## config.mk

```make
export PLATFORM = sky130hd
export DESIGN_NAME = round_timer_ctrl
export DESIGN_NICKNAME = d
export VERILOG_FILES = /design/src/rtl/round_timer_ctrl_pkg.sv /design/src/rtl/round_warn_gen.sv /design/src/rtl/round_timer_ctrl.sv
export SDC_FILE = /design/constraint.sdc
export NUM_CORES = 1
export LEC_CHECK = 0
export BUFFER_PORTS_ARGS = -buffer_cell sky130_fd_sc_hd__buf_2
export CORE_AREA = 2 2 39 41
export CTS_CLUSTER_DIAMETER = 200
export DETAILED_ROUTE_END_ITERATION = 12
export DIE_AREA = 0 0 41 43
export PLACE_DENSITY = 0.63
export SLEW_MARGIN = 0
export SYNTH_ARGS = -nofsm -noshare
export SYNTH_HDL_FRONTEND = slang
export SYNTH_SLANG_ARGS = --single-unit
export TNS_END_PERCENT = 30
```

## constraint.sdc

```tcl
create_clock -name clk -period 1.18 [get_ports clk]
set_input_delay 0.059 -clock clk [delete_from_list [all_inputs] [get_ports clk]]
set_output_delay 0.059 -clock clk [all_outputs]
set_load 0.05 [all_outputs]
```

## src/rtl/round_timer_ctrl_pkg.sv

```systemverilog
// Shared types and constants for the round timer controller.
package round_timer_ctrl_pkg;

  typedef enum logic [2:0] {
    ST_IDLE  = 3'd0,
    ST_LOAD  = 3'd1,
    ST_RUN   = 3'd2,
    ST_PAUSE = 3'd3,
    ST_DONE  = 3'd4
  } round_state_e;

  localparam int MAX_TENS    = 6;
  localparam int MAX_ONES    = 9;
  localparam int DIGIT_W_DEF = 4;

  // A round is "in progress" while counting or paused.
  function automatic logic in_round(input round_state_e s);
    return (s == ST_RUN) || (s == ST_PAUSE);
  endfunction

endpackage

```

## src/rtl/round_warn_gen.sv

```systemverilog
// Low-time warning output stage. Define WARN_BLINK_EN to blink warn on each
// tick while the warning condition holds; otherwise warn is a steady level.
module round_warn_gen (
  input  logic clk,
  input  logic clr,
  input  logic cond,
  input  logic tick,
  input  logic hold,
  output logic warn
);

`ifdef WARN_BLINK_EN
  logic cond_r;

  // Blink: start high on entry, toggle per tick, freeze while held.
  always_ff @(posedge clk) begin
    if (clr) begin
      cond_r <= 1'b0;
      warn   <= 1'b0;
    end else begin
      cond_r <= cond;
      if (!cond) begin
        warn <= 1'b0;
      end else if (!cond_r) begin
        warn <= 1'b1;
      end else if (tick && !hold) begin
        warn <= ~warn;
      end else begin
        warn <= warn;
      end
    end
  end
`else
  logic unused_ok_s;
  assign unused_ok_s = tick ^ hold;

  // Steady warning level.
  always_ff @(posedge clk) begin
    if (clr) begin
      warn <= 1'b0;
    end else begin
      warn <= cond;
    end
  end
`endif

endmodule

```

## src/rtl/round_timer_ctrl.sv

```systemverilog
// Round sequencer driving the minute countdown timer; detects expiry at 00.
// Optional WARN_BLINK_EN makes the low-time warning blink (see round_warn_gen).
module round_timer_ctrl
  import round_timer_ctrl_pkg::*;
#(
  parameter int DIGIT_W   = DIGIT_W_DEF,
  parameter int WARN_TENS = 0
) (
  input  logic               clk,
  input  logic               clr,
  input  logic               start,
  input  logic               pause,
  input  logic               tick,
  input  logic [DIGIT_W-1:0] tens,
  input  logic [DIGIT_W-1:0] ones,
  output logic               timer_clr,
  output logic               timer_cnt,
  output logic               running,
  output logic               paused,
  output logic               game_over,
  output logic               done_pulse,
  output logic               warn
);

  localparam logic [DIGIT_W-1:0] WARN_TENS_L = DIGIT_W'(WARN_TENS);
  localparam logic [DIGIT_W-1:0] DIGIT_ZERO  = '0;

  round_state_e state_r;
  round_state_e nxt_state_s;
  logic         armed_r;
  logic         nxt_armed_s;
  logic         zero_s;
  logic         warn_cond_s;
  logic         warn_hold_s;

  assign zero_s = (tens == DIGIT_ZERO) && (ones == DIGIT_ZERO);

  // Next-state and armed-flag decode; start outranks pause everywhere.
  always_comb begin
    nxt_state_s = state_r;
    nxt_armed_s = armed_r;
    case (state_r)
      ST_IDLE: begin
        if (start) nxt_state_s = ST_LOAD;
        else       nxt_state_s = ST_IDLE;
      end
      ST_LOAD: begin
        if (tick) begin
          nxt_state_s = ST_RUN;
          nxt_armed_s = 1'b0;
        end else begin
          nxt_state_s = ST_LOAD;
        end
      end
      ST_RUN: begin
        if (start) begin
          nxt_state_s = ST_LOAD;
          nxt_armed_s = 1'b0;
        end else if (pause) begin
          nxt_state_s = ST_PAUSE;
        end else if (armed_r && zero_s) begin
          // Digits read 00 straight after a clear, so only trust them once armed.
          nxt_state_s = ST_DONE;
        end else if (tick) begin
          nxt_armed_s = 1'b1;
        end else begin
          nxt_state_s = ST_RUN;
        end
      end
      ST_PAUSE: begin
        if (start) begin
          nxt_state_s = ST_LOAD;
          nxt_armed_s = 1'b0;
        end else if (pause) begin
          nxt_state_s = ST_RUN;
        end else begin
          nxt_state_s = ST_PAUSE;
        end
      end
      ST_DONE: begin
        if (start) begin
          nxt_state_s = ST_LOAD;
          nxt_armed_s = 1'b0;
        end else begin
          nxt_state_s = ST_DONE;
        end
      end
      default: begin
        nxt_state_s = ST_IDLE;
        nxt_armed_s = 1'b0;
      end
    endcase
  end

  // Warning is judged on the upcoming state so it lines up with the other outputs.
  assign warn_cond_s = in_round(nxt_state_s) && nxt_armed_s && (tens <= WARN_TENS_L);
  assign warn_hold_s = (state_r == ST_PAUSE);

  // State register and registered status outputs.
  always_ff @(posedge clk) begin
    if (clr) begin
      state_r    <= ST_IDLE;
      armed_r    <= 1'b0;
      timer_clr  <= 1'b1;
      timer_cnt  <= 1'b0;
      running    <= 1'b0;
      paused     <= 1'b0;
      game_over  <= 1'b0;
      done_pulse <= 1'b0;
    end else begin
      state_r    <= nxt_state_s;
      armed_r    <= nxt_armed_s;
      timer_clr  <= (nxt_state_s == ST_IDLE) || (nxt_state_s == ST_LOAD);
      timer_cnt  <= (nxt_state_s == ST_RUN);
      running    <= (nxt_state_s == ST_RUN);
      paused     <= (nxt_state_s == ST_PAUSE);
      game_over  <= (nxt_state_s == ST_DONE);
      done_pulse <= (nxt_state_s == ST_DONE) && (state_r != ST_DONE);
    end
  end

  round_warn_gen u_warn_gen (
    .clk  (clk),
    .clr  (clr),
    .cond (warn_cond_s),
    .tick (tick),
    .hold (warn_hold_s),
    .warn (warn)
  );

endmodule

```

==> results.sh <==
export IMPL_insertion_delay_ps=260
export IMPL_pin_count=20
export IMPL_port_buffers=19
export IMPL_power_per_cell_area_nw_per_um2=1100
export IMPL_n_antenna_cell=0
export IMPL_maxUsedRoutingLayer="met4"
export IMPL_dp_cells=91
export IMPL_clock_power_share_pct=36.5
export IMPL_power_share_sequential_pct=44.3
export IMPL_fillCellCount=130
export IMPL_syn_area_sq_um=489
export IMPL_start_kind="flip-flop"
export IMPL_synth_nets=66
export IMPL_pre_cts_ws_ps=-223
export IMPL_grt_start_max_net_pins=8
export IMPL_worstSetupPathType="reg -> reg"
export IMPL_routedWlPerCell_microns=12.1
export IMPL_p_sw_uw=214
export IMPL_final_max_slew_viol_count=0
export IMPL_drt_total_wl_microns=1180
export IMPL_fp_dieH_microns=43
export IMPL_p_int_uw=604
export IMPL_cts_root_buffer="clkbuf_4"
export IMPL_min_path_type="in -> reg"
export IMPL_wl_met1_microns=495
export IMPL_grt_use_total_pct=15.8
export IMPL_avgSynthCellArea_sq_um=9.23
export IMPL_synth_cells=53
export IMPL_worst_slack_ps=-38.3
export IMPL_first_pass_iters=4
export IMPL_ir_drop_uv=739
export IMPL_hpwlAfterDp_microns=852
export IMPL_rsz0062_at_grt="true"
export IMPL_die_w_microns=41
export IMPL_row_count=14
export IMPL_hold_ws_ps=70.1
export IMPL_drt_iter0_drc=10
export IMPL_worst_path_largest_cell_delay_ps=350
export IMPL_drc=0
export IMPL_swShare_pct=26.2
export IMPL_cts_buffers=3
export IMPL_worst_pin_slew_ps=352
export IMPL_power_frac_comb_pct=19.1
export IMPL_relSlewSlack_pct=76.3
export IMPL_drive_above_1_share_pct=58.0
export IMPL_r2r_cells=5
export IMPL_synth_cell_types=26
export IMPL_initial_core_util_pct=35.4
export IMPL_setup_viol=3
export IMPL_critPathBufInv=1
export IMPL_grt_overflow=0
export IMPL_final_cells=97
export IMPL_dr_wl_met3_microns=44
export IMPL_crit_arrival_ps=1370
export IMPL_yosysWarnings=0
export IMPL_path_cells="buf_4 > nor2_1 > mux2i_1 > mux2_4 > and2_1"
export IMPL_multi_input_area_sq_um=318
export IMPL_ys_ff_latch=10
export IMPL_required_ps=1340
export IMPL_die_area_sq_um=1760
export IMPL_nets=95
export IMPL_cp_num_cells=5
export IMPL_synthToLayoutAreaGrowth_pct=52.2
export IMPL_critPathTopFamily="multiplexers"
export IMPL_ctsHtreeMaxLevel=1
export IMPL_run_status="finished, violations left"
export IMPL_cts_tree="built"
export IMPL_design_core_area_sq_um=1380
export IMPL_grt_pass1_wl_microns=1910
export IMPL_final_util_pct=53.8
export IMPL_vias_per_cell=5.13
export IMPL_drv_cap=0
export IMPL_crit_fanout=6
export IMPL_seq_area_sq_um=211
export IMPL_cp_end_kind="flip-flop"
export IMPL_ant_nets=0
export IMPL_vias=498
export IMPL_critPathSlowestCell="dfxtp_4"
export IMPL_synth_seq_area_share_pct=40.9
export IMPL_period_minus_slack_ps=1220
export IMPL_place_congestion=0.885
export IMPL_cts_max_path_buffers=2
export IMPL_skew_ps=3.62
export IMPL_hold_viol=0
export IMPL_hold_depth=2
export IMPL_finalCritPeriodShare_pct=103
export IMPL_met2RoutedLength_microns=624
export IMPL_antenna_found_initial=0
export IMPL_cts_clk_slew_worst_paths_ps=70
export IMPL_p_leak_uw=0.000319
export IMPL_violations="negative setup slack"
export IMPL_grt_pass1_vias=469
export IMPL_max_freq_ghz=0.821
export IMPL_clock_sinks=10
==> cell usage in the layout, fill, tap and decap left out, drive strengths merged, types with 3 or more instances in the layout <==
master  synthesis  routed
dfxtp          10      10
clkbuf          0       4
nand2b          3       3
inv             3       3
nor2            6       6
a21oi           3       3
buf             2      26
==> path summary, 6_finish.rpt <==
| path | from | to | slack (ps) |
|---|---|---|---|
| max | state_r[2] | running | -40 |
| min | clr | state_r[2] | 70 |
| max reg2reg | state_r[2] | running | -40 |
| min reg2reg | state_r[2] | game_over | 670 |
==> through the flow <==
stage	setup TNS, ps	instance area [sq um]	total power, uW
2_1_floorplan	0	489	453
3_3_place_gp	-368	623	505
3_5_place_dp	-587	623	506
4_1_cts	-286	703	810
5_1_grt	-340	744	868
6_report	-72.6	744	817
==> cells by family after synthesis <==
group	count (synthesis)	share of synthesized area [%]
AO/OA/AOI/OAI	12	17.6
XOR/XNOR	1	1.79
buffers and inverters	5	6.14
flip-flops	10	40.9
multiplexers	2	4.35
AND/OR/NAND/NOR	23	29.2
==> layer usage <==
layer	track usage (%)	vias up
met5	0	-
met4	6.00	0
met3	4.71	2
met2	24.7	10
met1	19.3	238
li1	-	248
==> power groups by stage <==
stage / clock network [uW] / logic, uW / registers [uW]
final: 299 / 156 / 362
after detailed placement: 0 / 135 / 370
after CTS: 304 / 143 / 363
after global placement: 0 / 136 / 369
after floorplan: 0 / 68.8 / 384
after global routing: 336 / 168 / 364
==> cell usage after synthesis <==
cell,n,area share [%]
a211oi_1,1,1.5
a211oi_2,1,2.6
a21o_1,1,1.5
a21oi_1,3,3.1
a2bb2oi_1,2,3.6
a32o_1,1,2.0
and2_1,1,1.3
buf_4,1,1.5
buf_6,1,2.3
dfxtp_1,10,41
inv_1,3,2.3
mux2_2,1,2.3
mux2i_1,1,2.0
nand2_1,2,1.5
nand2b_1,3,3.8
nand3_1,2,2.0
nand4_1,1,1.3
nor2_1,6,4.6
nor2b_1,2,2.6
nor3_1,2,2.0
nor4_2,2,5.1
nor4b_1,1,1.8
nor4b_2,1,3.1
o21ai_0,2,2.0
o22ai_1,1,1.3
xor2_1,1,1.8
==> repair_timing <==
item,in CTS,in global routing
gates cloned,0,0
endpoints found under the setup margin,7,8
setup buffers,2,0
hold endpoints to repair,0,0
resized for setup,9,9
pin swaps,4,5
hold buffers,0,0
==> cell type report <==
cell class	count	share of cell area, %
Sequential cell	10	28.4
Timing Repair Buffer	26	19.8
Clock buffer	4	4.87
Inverter	3	1.51
Tap cell	16	2.69
Multi-Input combinational cell	38	42.7
==> state kept, by name, summed over array words and instances, names as in the netlist <==
name	cells
u_warn_gen.warn	1
state_r	3
game_over	1
paused	1
timer_clr	1
running	1
armed_r	1
done_pulse	1
Note: power is estimated with default switching activity, not from simulation.
